--- src/rtl/keypad_emulator_pkg.sv ---
// Shared keypad definitions: key position map, emulator FSM states and timing defaults.
// The decoder imports the same KEY_MAP so digit-to-matrix placement has a single source.
package keypad_pkg;

    localparam int PRESS_CLKS_DEF    = 2500000;
    localparam int BOUNCE_CLKS_DEF   = 25000;
    localparam int BOUNCE_TOGGLE_DEF = 1250;
    localparam int GAP_CLKS_DEF      = 250000;

    typedef enum logic [2:0] {
        ST_IDLE,
        ST_BOUNCE_IN,
        ST_PRESSED,
        ST_BOUNCE_OUT,
        ST_GAP
    } kp_state_e;

    // digit -> {row[1:0], col[1:0]}; rows top to bottom: 1 2 3 A / 4 5 6 B / 7 8 9 C / 0 F E D
    localparam logic [3:0] KEY_MAP [16] = '{
        4'hC, 4'h0, 4'h1, 4'h2,   // 0 1 2 3
        4'h4, 4'h5, 4'h6, 4'h8,   // 4 5 6 7
        4'h9, 4'hA, 4'h3, 4'h7,   // 8 9 A B
        4'hB, 4'hF, 4'hE, 4'hD    // C D E F
    };

    function automatic int max4(input int a, input int b, input int c, input int d);
        int m = a;
        if (b > m) m = b;
        if (c > m) m = c;
        if (d > m) m = d;
        return m;
    endfunction

    // Down-counter reload value for an n-cycle interval.
    function automatic int ld(input int n);
        return (n > 0) ? n - 1 : 0;
    endfunction

endpackage

--- src/rtl/keypad_emulator_if.sv ---
// Request handshake and matrix-scan signals between the decoder/test side and the emulator.
interface keypad_emulator_if;
    logic       i_Key_DV;
    logic [3:0] i_Key_Digit;
    logic       o_Ready;
    logic       o_Done;
    logic [3:0] i_Col;
    logic [3:0] o_Row;
    logic       o_Contact;

    modport master (output i_Key_DV, i_Key_Digit, i_Col,
                    input  o_Ready, o_Done, o_Row, o_Contact);
    modport slave  (input  i_Key_DV, i_Key_Digit, i_Col,
                    output o_Ready, o_Done, o_Row, o_Contact);
endinterface

--- src/rtl/keypad_emulator_contact_timer.sv ---
// Contact timing FSM: bounce-in, solid press, bounce-out and open gap, one shared down-counter
// plus a toggle counter that only advances inside the bounce windows.
module keypad_contact_timer
    import keypad_pkg::*;
#(
    parameter int PRESS_CLKS    = PRESS_CLKS_DEF,
    parameter int BOUNCE_CLKS   = BOUNCE_CLKS_DEF,
    parameter int BOUNCE_TOGGLE = BOUNCE_TOGGLE_DEF,
    parameter int GAP_CLKS      = GAP_CLKS_DEF
) (
    input  logic clk_i,
    input  logic rst_ni,
    input  logic start_i,
    output logic contact_o,
    output logic ready_o,
    output logic done_o
);
    localparam int CW = $clog2(max4(PRESS_CLKS, BOUNCE_CLKS, BOUNCE_TOGGLE, GAP_CLKS) + 1);
    localparam int TW = $clog2(BOUNCE_TOGGLE + 1);
    localparam logic [CW-1:0] PRESS_LD  = CW'(ld(PRESS_CLKS));
    localparam logic [CW-1:0] BOUNCE_LD = CW'(ld(BOUNCE_CLKS));
    localparam logic [CW-1:0] GAP_LD    = CW'(ld(GAP_CLKS));
    localparam logic [TW-1:0] TOG_LD    = TW'(ld(BOUNCE_TOGGLE));
    localparam bit            NO_BOUNCE = (BOUNCE_CLKS == 0);

    kp_state_e         state_q, state_d;
    logic [CW-1:0]     cnt_q, cnt_d;
    logic [TW-1:0]     tog_q, tog_d;
    logic              ph_q, ph_d;

    always_ff @(posedge clk_i or negedge rst_ni) begin
        if (!rst_ni) begin
            state_q <= ST_IDLE;
            cnt_q   <= '0;
            tog_q   <= '0;
            ph_q    <= 1'b0;
        end else begin
            state_q <= state_d;
            cnt_q   <= cnt_d;
            tog_q   <= tog_d;
            ph_q    <= ph_d;
        end
    end

    always_comb begin
        state_d = state_q;
        cnt_d   = cnt_q;
        tog_d   = tog_q;
        ph_d    = ph_q;
        case (state_q)
            ST_IDLE: if (start_i) begin
                if (NO_BOUNCE) begin
                    state_d = ST_PRESSED;
                    cnt_d   = PRESS_LD;
                end else begin
                    state_d = ST_BOUNCE_IN;
                    cnt_d   = BOUNCE_LD;
                    tog_d   = TOG_LD;
                    ph_d    = 1'b1;
                end
            end
            ST_BOUNCE_IN, ST_BOUNCE_OUT: begin
                if (tog_q == '0) begin
                    tog_d = TOG_LD;
                    ph_d  = ~ph_q;
                end else begin
                    tog_d = tog_q - TW'(1);
                end
                if (cnt_q == '0) begin
                    state_d = (state_q == ST_BOUNCE_IN) ? ST_PRESSED : ST_GAP;
                    cnt_d   = (state_q == ST_BOUNCE_IN) ? PRESS_LD : GAP_LD;
                end else begin
                    cnt_d = cnt_q - CW'(1);
                end
            end
            ST_PRESSED: if (cnt_q == '0) begin
                if (NO_BOUNCE) begin
                    state_d = ST_GAP;
                    cnt_d   = GAP_LD;
                end else begin
                    // release bounce starts from the open position
                    state_d = ST_BOUNCE_OUT;
                    cnt_d   = BOUNCE_LD;
                    tog_d   = TOG_LD;
                    ph_d    = 1'b0;
                end
            end else begin
                cnt_d = cnt_q - CW'(1);
            end
            ST_GAP: if (cnt_q == '0) begin
                state_d = ST_IDLE;
            end else begin
                cnt_d = cnt_q - CW'(1);
            end
            default: state_d = ST_IDLE;
        endcase
    end

    always_comb begin
        ready_o   = (state_q == ST_IDLE);
        done_o    = (state_q == ST_GAP) && (cnt_q == '0);
        contact_o = 1'b0;
        case (state_q)
            ST_BOUNCE_IN, ST_BOUNCE_OUT: contact_o = ph_q;
            ST_PRESSED:                  contact_o = 1'b1;
            default:                     contact_o = 1'b0;
        endcase
    end

endmodule

--- src/rtl/keypad_emulator.sv ---
// Keypad emulator top: key capture, reset synchronizer and the registered row response
// that answers the decoder's active-low column drive.
module keypad_emulator
    import keypad_pkg::*;
#(
    parameter int PRESS_CLKS    = PRESS_CLKS_DEF,
    parameter int BOUNCE_CLKS   = BOUNCE_CLKS_DEF,
    parameter int BOUNCE_TOGGLE = BOUNCE_TOGGLE_DEF,
    parameter int GAP_CLKS      = GAP_CLKS_DEF
) (
    input  logic               i_Clk,
    input  logic               i_Rst_L,
    keypad_emulator_if.slave   kp
);
    logic [1:0] rst_sync_q;
    logic       rst_n;
    logic       contact, ready, done, start;
    logic [3:0] key_q, key_d;
    logic [3:0] row_q, row_d;

    // Assert asynchronously, release two clocks after i_Rst_L rises.
    always_ff @(posedge i_Clk or negedge i_Rst_L) begin
        if (!i_Rst_L) rst_sync_q <= '0;
        else          rst_sync_q <= {rst_sync_q[0], 1'b1};
    end
    assign rst_n = rst_sync_q[1];

    assign start = kp.i_Key_DV & ready;
    assign key_d = start ? KEY_MAP[kp.i_Key_Digit] : key_q;

    keypad_contact_timer #(
        .PRESS_CLKS    (PRESS_CLKS),
        .BOUNCE_CLKS   (BOUNCE_CLKS),
        .BOUNCE_TOGGLE (BOUNCE_TOGGLE),
        .GAP_CLKS      (GAP_CLKS)
    ) u_timer (
        .clk_i     (i_Clk),
        .rst_ni    (rst_n),
        .start_i   (start),
        .contact_o (contact),
        .ready_o   (ready),
        .done_o    (done)
    );

    // Other low columns are don't-care: only the captured key's column matters.
    always_comb begin
        row_d = 4'b1111;
        if (contact && !kp.i_Col[key_q[1:0]]) row_d[key_q[3:2]] = 1'b0;
    end

    always_ff @(posedge i_Clk or negedge rst_n) begin
        if (!rst_n) begin
            key_q <= '0;
            row_q <= 4'b1111;
        end else begin
            key_q <= key_d;
            row_q <= row_d;
        end
    end

    assign kp.o_Row     = row_q;
    assign kp.o_Ready   = ready;
    assign kp.o_Done    = done;
    assign kp.o_Contact = contact;

endmodule

--- src/flat_wrapper.sv ---
// flat-port wrapper written by rule: the top's interface ports become plain ports
module keypad_emulator_flat import keypad_pkg::*;
#(
    parameter int PRESS_CLKS    = PRESS_CLKS_DEF,
    parameter int BOUNCE_CLKS   = BOUNCE_CLKS_DEF,
    parameter int BOUNCE_TOGGLE = BOUNCE_TOGGLE_DEF,
    parameter int GAP_CLKS      = GAP_CLKS_DEF
)
  (i_Clk, i_Rst_L, kp_i_Key_DV, kp_i_Key_Digit, kp_i_Col, kp_o_Ready, kp_o_Done, kp_o_Row, kp_o_Contact);
  keypad_emulator_if kp_i ();
  input  logic i_Clk;
  input  logic i_Rst_L;
  input wire logic [$bits(kp_i.i_Key_DV)-1:0] kp_i_Key_DV;
  input wire logic [$bits(kp_i.i_Key_Digit)-1:0] kp_i_Key_Digit;
  input wire logic [$bits(kp_i.i_Col)-1:0] kp_i_Col;
  output wire logic [$bits(kp_i.o_Ready)-1:0] kp_o_Ready;
  output wire logic [$bits(kp_i.o_Done)-1:0] kp_o_Done;
  output wire logic [$bits(kp_i.o_Row)-1:0] kp_o_Row;
  output wire logic [$bits(kp_i.o_Contact)-1:0] kp_o_Contact;
  assign kp_i.i_Key_DV = kp_i_Key_DV;
  assign kp_i.i_Key_Digit = kp_i_Key_Digit;
  assign kp_i.i_Col = kp_i_Col;
  assign kp_o_Ready = kp_i.o_Ready;
  assign kp_o_Done = kp_i.o_Done;
  assign kp_o_Row = kp_i.o_Row;
  assign kp_o_Contact = kp_i.o_Contact;
  keypad_emulator #(.PRESS_CLKS(PRESS_CLKS), .BOUNCE_CLKS(BOUNCE_CLKS), .BOUNCE_TOGGLE(BOUNCE_TOGGLE), .GAP_CLKS(GAP_CLKS)) u_core (.i_Clk(i_Clk), .i_Rst_L(i_Rst_L), .kp(kp_i));
endmodule
--- config.mk ---
export PLATFORM = sky130hd
export DESIGN_NAME = keypad_emulator_flat
export DESIGN_NICKNAME = d
export VERILOG_FILES = /design/src/rtl/keypad_emulator_pkg.sv /design/src/rtl/keypad_emulator_if.sv /design/src/rtl/keypad_emulator_contact_timer.sv /design/src/rtl/keypad_emulator.sv /design/src/flat_wrapper.sv
export SDC_FILE = /design/constraint.sdc
export NUM_CORES = 1
export LEC_CHECK = 0
export ABC_AREA = 0
export CAP_MARGIN = 20
export CORE_MARGIN = 1
export CORE_UTILIZATION = 50
export DETAILED_ROUTE_END_ITERATION = 10
export PLACE_DENSITY = 0.65
export SLEW_MARGIN = 20
export SYNTH_ARGS = -nofsm -noshare
export SYNTH_HDL_FRONTEND = slang
export SYNTH_HIERARCHICAL = 1
export SYNTH_SLANG_ARGS = --single-unit
--- constraint.sdc ---
create_clock -name i_Clk -period 4.5 [get_ports i_Clk]
set_clock_uncertainty 0.1 [all_clocks]
set_input_delay 0.9 -clock i_Clk [delete_from_list [all_inputs] [get_ports i_Clk]]
set_output_delay 0.9 -clock i_Clk [all_outputs]
set_load 0.02 [all_outputs]
==> key figures, run 1 <==
STA
  – Final worst slack: a little over 0.8 ns
  – RSZ-0062 raised after global routing: no
  – Minimum clock period: approximately 3.7 ns
  – Max Clk Rate: between 200 and 300 MHz
  – Slew headroom: 0.315
  – Final hold viol count: 0
  – Tightest Pin Transition: 1.01 ns
  – Final TNS setup: 0 ns
  – Pins Over Slew Limit: 0
  – Final period utilization: 0.819
  – Worst hold-check slack: about 0.23 ns
  – Count of final setup violators: 0

Power and ir drop
  – Reg power frac: 0.591
  – P_leak: roughly 1.4 nW
  – Int Pwr: roughly 0.56 mW
  – Psw: between 0.15 and 0.2 mW
  – Maximum VDD drop: roughly 160 uV
  – Switching Share: 0.230
  – Clock power share: 0.382
  – Comb power frac: 0.027
  – Power per cell area: roughly 210 nW/um^2

Yosys
  – Cells after Synth: 355
  – Avg Inst Size Synth: 8.67 um^2
  – Count leader, synth: dfrtp_1
  – Syn nets: between 300 and 400
  – Ranking of synthesized cells by area: dfrtp_1 (35%), nor2_1 (4.9%), a21oi_1 (3.9%)
  – Synth top area share: 0.350
  – Seq/Total Area, Yosys: 0.384
  – Number of flops mapped to enable cells by yosys: 0
  – Dominant synthesized flop cell: dfrtp_1
  – Synth cell types: 74
  – Synth cell count leaders: dfrtp_1 (43), nor2_1 (40), a21oi_1 (24), nand2_1 (24), o21ai_0 (24)
  – Synthesis-stage register bit count: 47
  – Yosys warns: 6
  – Fraction of registers with async set/reset: 1.00
  – Mapped cell area: roughly 3000 um^2
  – Area leader, netlist: dfrtp_1

Clock network
  – Post-CTS sizing: 0
  – Clk buf depth: 2
  – Clock Root Buffer: clkbuf_8
  – H-tree levels: 2
  – Num Clock Sinks: 47
  – CTS Buf Count: 5
  – Postcts setup bufs: 0
  – Skew-Pair Late Insertion Delay: ~0.30 ns
  – Clock-pin slew on the worst setup and hold paths: roughly 0.10 ns
  – Hold buffers post-CTS: 0
  – TritonCTS clock tree: built

Placement
  – Dpl cell area: between 3000 and 4000 um^2
  – Final RePlAce weighted congestion: between 0.9 and 1
  – I/O Buffers: 17
  – DP HPWL: between 5 and 6 mm
  – Post-Place Setup Slack: 1.18 ns

Layout
  – ANT cells: 0
  – Area growth syn-to-layout: 10.2%
  – Final Cell Area: about 3400 um^2
  – NumNets Final: about 380
  – Share of cells above drive strength 1: 0.111
  – Final Util: 0.573
  – FILL cells: 536

Worst setup path
  – Critical Path AT: 2.68 ns
  – RR Startpoint: u_core/u_timer/state_q[1]
  – Worst path slowest cell: clkdlybuf4s50_1
  – CP cell instances: nor4_2 -> and4_1 -> nand2_2 -> nor2_1 -> clkdlybuf4s50_1
  – Setup crit start: u_core/u_timer/cnt_q[12]
  – Worst Path Max Fanout: 11
  – Element type at the critical path end: primary output
  – Critical path class: reg2out
  – CP peak stage delay: 0.62 ns
  – Required time worst endpoint: ~3.5 ns
  – Worst setup SP type: register

Floorplan
  – Starting Density: 0.520
  – Die Area: approximately 6500 um^2
  – Die Y: 80.5 um
  – # rows: 28
  – Ports: 18
  – Core Footprint: approximately 5900 um^2
  – Die width: 80.5 um

Route
  – Vias per cell: about 6.2
  – Drt total wl: roughly 7.3 mm
  – Average wire per standard cell: about 17 um
  – Vias: around 2.7k
  – TritonRoute pass-1 iters: 5
  – Initial DRC Count: ~220
  – Post-route ant nets: 0
  – DRC violations left: 0

GRT
  – Gr usage total: 0.243
  – Global-route wire length before repair: approximately 12 mm
  – Vias in the first global route: between 2k and 2.5k
  – GRT overflow: 0
  – Initial antenna violation count: 0
  – Largest net degree at the start of global routing: 46

Min path
  – Hold Crit Class: reg2async

Outcome
  – Status: finished, final reports clean

Run
  – # Max-Cap Violations: 0
## cells by family after synthesis
group	synth area share
adder cells (fa/ha/maj)	0.0122
other	0.00122
AO/OA/AOI/OAI	0.257
buffers and inverters	0.0435
multiplexers	0.0142
XOR/XNOR	0.0313
flip-flops	0.384
AND/OR/NAND/NOR	0.257
## state kept, by name, indices dropped and copies added (netlist names)
| name | cells |
|---|---|
| u_core/key_q | 4 |
| u_core/kp.o_Row | 4 |
| u_core/rst_sync_q | 2 |
| u_core/u_timer/cnt_q | 22 |
| u_core/u_timer/ph_q | 1 |
| u_core/u_timer/state_q | 3 |
| u_core/u_timer/tog_q | 11 |
## worst max-delay path, delay by kind of cell, from the launching register on
kind	cells	cell delay, ns
buf+inv	1	0.62
flops	1	0.45
simple gates	4	1.32
## layout make-up
class                   count  area (um^2)  area share
multi-input cells         277         1760       0.520
flip-flops and latches     47         1180       0.349
repair buffers             20          193      0.0568
well taps                  75         93.8      0.0277
clock buffers               6         82.6      0.0244
inverters                  16         60.1      0.0177
clock inverters             2         13.8     0.00406
## cells in the final DEF, fill, tap and decap left out, types with 3 or more instances in the layout
master and instances:
o21ai_1 9, xor2_1 6, nand2b_1 5, nand4_1 3, ha_1 3, nand3b_1 4, o211ai_1 4, nand3_1 13
a21oi_1 24, buf_4 3, a211oi_1 4, or3_1 5, nor3_1 9, o31ai_1 9, a21o_1 6, or2_2 3
clkbuf_8 6, nor4_2 3, a31oi_1 8, xnor2_1 5, clkdlybuf4s50_1 17, nand2_1 24, dfstp_2 4, inv_1 13
dfrtp_1 42, o21ai_0 24, and3_1 4, nor2b_1 6, or4_1 3, nor2_1 40
## stage by stage
stage	instances	power, mW
final	443	0.729
after global routing	443	0.758
after CTS	443	0.740
after detailed placement	435	0.459
after global placement	435	0.459
after floorplan	355	0.446
## path summary, 6_finish.rpt
kind / slack, ns / cells past startpoint / end
setup / recovery: 0.82 / 5 / kp_o_Done
setup reg to reg: 1.46 / 9 / u_core/u_timer/cnt_q[20]
hold / removal: 0.23 / 0 / u_core/u_timer/tog_q[3]
hold reg to reg: 0.23 / 0 / u_core/u_timer/tog_q[3]
max in group asynchronous: 3.53 / 1 / u_core/rst_sync_q[1]
min in group i_Clk: 0.25 / 0 / u_core/rst_sync_q[1]
## layer usage
metal  vias up  global-route usage  routed length [um]
met4         0              0.0625                  80
met5         -                   0                   0
met2        91               0.366                3250
met1      1314               0.359                3620
li1       1329                   -                   -
met3         7              0.0375                 397
## power by group through the flow
stage	clock network (mW)	registers (mW)	logic [mW]
after floorplan	0	0.437	0.00893
after CTS	0.289	0.431	0.0196
after global placement	0	0.439	0.0192
final	0.278	0.431	0.0196
after detailed placement	0	0.440	0.0196
after global routing	0.304	0.433	0.0211
No activity file was read; power rests on OpenSTA's default activity.
==> run 2, diff against run 1 <==
clock period = 3.5 ns   (was 4.5 ns; I/O delays follow)
==> run 2 against run 1 <==
Net effect: register-to-register slack worse by 0.93 ns; sequential cell count stayed put; final area rose by 1.4%; critical path type unchanged; largest cell class unchanged; count of clock-buffer cells in the layout up 1; first-iteration DRC count grew 47%; die area did not move; final cell count up 1.1%; clock power is 42% higher; hold slack worse by 0.0020 ns; total power rose by 34%; non-clock buffer count grew 5; utilization up 0.80 points.
==> key figures, run 2 (synthesis gave the netlist of run 1 again) <==
Power and ir drop
  – Comb power frac: 0.026 (was 0.027)
  – Clock power share: 0.405 (was 0.382)
  – Maximum VDD drop: 200 uV (was 156 uV)
  – Psw: 0.200 mW (was 0.168 mW)
  – Switching Share: 0.206 (was 0.230)
  – P_leak: 1.38 nW (was 1.35 nW)
  – Final Power: 0.973 mW (was 0.729 mW)
  – Power per cell area: 283 nW/um^2 (was 215 nW/um^2)
  – Int Pwr: 0.773 mW (was 0.561 mW)
  – Reg power frac: 0.569 (was 0.591)

Clock network
  – Hold buffers post-CTS: 0 (unchanged)
  – H-tree levels: 2 (unchanged)
  – Clk buf depth: 2 (unchanged)
  – Clock-pin slew on the worst setup and hold paths: 0.09 ns (was 0.10 ns)
  – Clock Root Buffer: clkbuf_8 (unchanged)
  – CTS Buf Count: 5 (unchanged)
  – Post-CTS sizing: 0 (unchanged)
  – Num Clock Sinks: 47 (unchanged)
  – Postcts setup bufs: 0 (unchanged)
  – Skew-Pair Late Insertion Delay: 0.30 ns (about the same)
  – TritonCTS clock tree: built (unchanged)

Route
  – DRC violations left: 0 (unchanged)
  – Initial DRC Count: 330 (was 224)
  – Average wire per standard cell: 16.8 um (was 16.6 um)
  – Vias: 2808 (was 2741)
  – TritonRoute pass-1 iters: 5 (unchanged)
  – Drt total wl: 7.51 mm (was 7.35 mm)
  – Vias per cell: 6.27 (was 6.19)
  – Post-route ant nets: 0 (unchanged)

Min path
  – Hold Crit Class: reg2async (unchanged)

STA
  – Max Clk Rate: 301 MHz
  – Tightest Pin Transition: 0.581 ns (was 1.01 ns)
  – Final hold viol count: 0 (unchanged)
  – Minimum clock period: 3.32 ns
  – Pins Over Slew Limit: 0 (unchanged)
  – Final period utilization: 0.948
  – Count of final setup violators: 0 (unchanged)
  – RSZ-0062 raised after global routing: no (unchanged)
  – Slew headroom: 0.609 (was 0.315)
  – Final TNS setup: 0 ns (unchanged)
  – Final worst slack: 0.181 ns (was 0.816 ns)

Floorplan
  – Die width: 80.5 um (unchanged)
  – Starting Density: 0.520 (unchanged)
  – Ports: 18 (unchanged)
  – # rows: 28 (unchanged)
  – Core Footprint: 5920 um^2 (unchanged)
  – Die Area: 6470 um^2 (unchanged)
  – Die Y: 80.5 um (unchanged)

Placement
  – Final RePlAce weighted congestion: 0.918 (was 0.916)
  – Post-Place Setup Slack: 0.510 ns (was 1.18 ns)
  – I/O Buffers: 17 (unchanged)
  – DP HPWL: 5.41 mm (was 5.23 mm)
  – Dpl cell area: 3330 um^2 (was 3290 um^2)

Run
  – # Max-Cap Violations: 0 (unchanged)

Worst setup path
  – Element type at the critical path end: primary output (unchanged)
  – Critical Path AT: 2.52 ns (was 2.68 ns)
  – CP cell instances: nor3_2 -> and4_1 -> nand2_2 -> nor2_1 -> clkdlybuf4s50_1 (was nor4_2 -> and4_1 -> nand2_2 -> nor2_1 -> clkdlybuf4s50_1)
  – Worst Path Max Fanout: 11 (unchanged)
  – CP peak stage delay: 0.61 ns (was 0.62 ns)
  – Required time worst endpoint: 2.70 ns (was 3.50 ns)
  – Worst setup SP type: register (unchanged)
  – Critical path class: reg2out (unchanged)
  – Worst path slowest cell: clkdlybuf4s50_1 (unchanged)
  – RR Startpoint: u_core/u_timer/state_q[1] (unchanged)
  – Setup crit start: u_core/u_timer/cnt_q[4] (was u_core/u_timer/cnt_q[12])

Layout
  – ANT cells: 0 (unchanged)
  – Final Cell Area: 3440 um^2 (was 3390 um^2)
  – Area growth syn-to-layout: 11.7% (was 10.2%)
  – Max FFs per register: 22 (unchanged)
  – NumNets Final: 386 (was 381)
  – Commonest non-fill, non-tap cell in the layout: dfrtp_1 (unchanged)
  – Final Util: 0.581 (was 0.573)
  – Share of cells above drive strength 1: 0.118 (was 0.111)
  – Most frequent cells in the layout: dfrtp_1 (42), nor2_1 (40), nand2_1 (24), o21ai_0 (24), a21oi_1 (24) (unchanged)
  – Largest regs: u_core/u_timer/cnt_q x22, u_core/u_timer/tog_q x11 (unchanged)
  – Reg with most FFs: u_core/u_timer/cnt_q (unchanged)

GRT
  – GRT overflow: 0 (unchanged)
  – Global-route wire length before repair: 12.8 mm (was 12.0 mm)
  – Initial antenna violation count: 0 (unchanged)
  – Gr usage total: 0.256 (was 0.243)
  – Largest net degree at the start of global routing: 46 (unchanged)
  – Vias in the first global route: 2550 (was 2418)

Outcome
  – Status: finished, final reports clean (unchanged)
==> run 2: cell count changes in the layout (fill, tap and decap cells not counted) <==
cell       previous run  this run
buf_4                 3         8
clkbuf_1              0         2
bufinv_16             0         1
clkbuf_8              6         5
clkinv_2              1         0
inv_6                 1         0
==> run 2: worst max-delay path, delay by kind of cell, from the launching register on <==
family        cells  cell delay, ns
buf+inv           1            0.61
flops             1            0.44
simple gates      4            1.17
==> run 2: power by group through the flow <==
stage          registers [mW]  clock network (mW)  logic (mW)
2_1_floorplan           0.562                   0      0.0115
3_3_place_gp            0.565                   0      0.0251
3_5_place_dp            0.566                   0      0.0254
4_1_cts                 0.555               0.407      0.0254
5_1_grt                 0.556               0.429      0.0280
6_report                0.554               0.394      0.0253
==> run 2: per-layer routing <==
layer	wire (um)	global-route usage	up-vias
met1	3580	0.381	1335
met3	424	0.0398	11
met5	0	0	-
li1	-	-	1342
met2	3420	0.385	120
met4	84	0.0643	0
==> run 2: path summary, 6_finish.rpt <==
kind | slack, ns | depth (start not counted) | end
worst max-delay path | 0.18 | 5 | kp_o_Done
worst min-delay path | 0.23 | 0 | u_core/u_timer/tog_q[2]
worst max register to register | 0.53 | 9 | u_core/u_timer/cnt_q[20]
worst min register to register | 0.23 | 0 | u_core/u_timer/tog_q[2]
max in group asynchronous | 2.68 | 0 | u_core/u_timer/cnt_q[16]
min in group i_Clk | 0.25 | 0 | u_core/rst_sync_q[1]
==> run 2: area by class of cell <==
| class | count | area [um^2] |
|---|---|---|
| Tap cell | 75 | 93.8 |
| Sequential cell | 47 | 1180 |
| Multi-Input combinational cell | 277 | 1760 |
| Timing Repair Buffer | 25 | 230 |
| Fill cell | 520 | 2480 |
| Inverter | 16 | 60.1 |
| Clock buffer | 7 | 76.3 |
| Clock inverter | 1 | 30.0 |
==> run 2: through the flow <==
| step | instances | hold slack, ns |
|---|---|---|
| after CTS | 448 | 0.258 |
| after floorplan | 355 | 0.231 |
| after detailed placement | 440 | 0.239 |
| after global placement | 440 | 0.234 |
| after global routing | 448 | 0.262 |
| final | 448 | 0.228 |
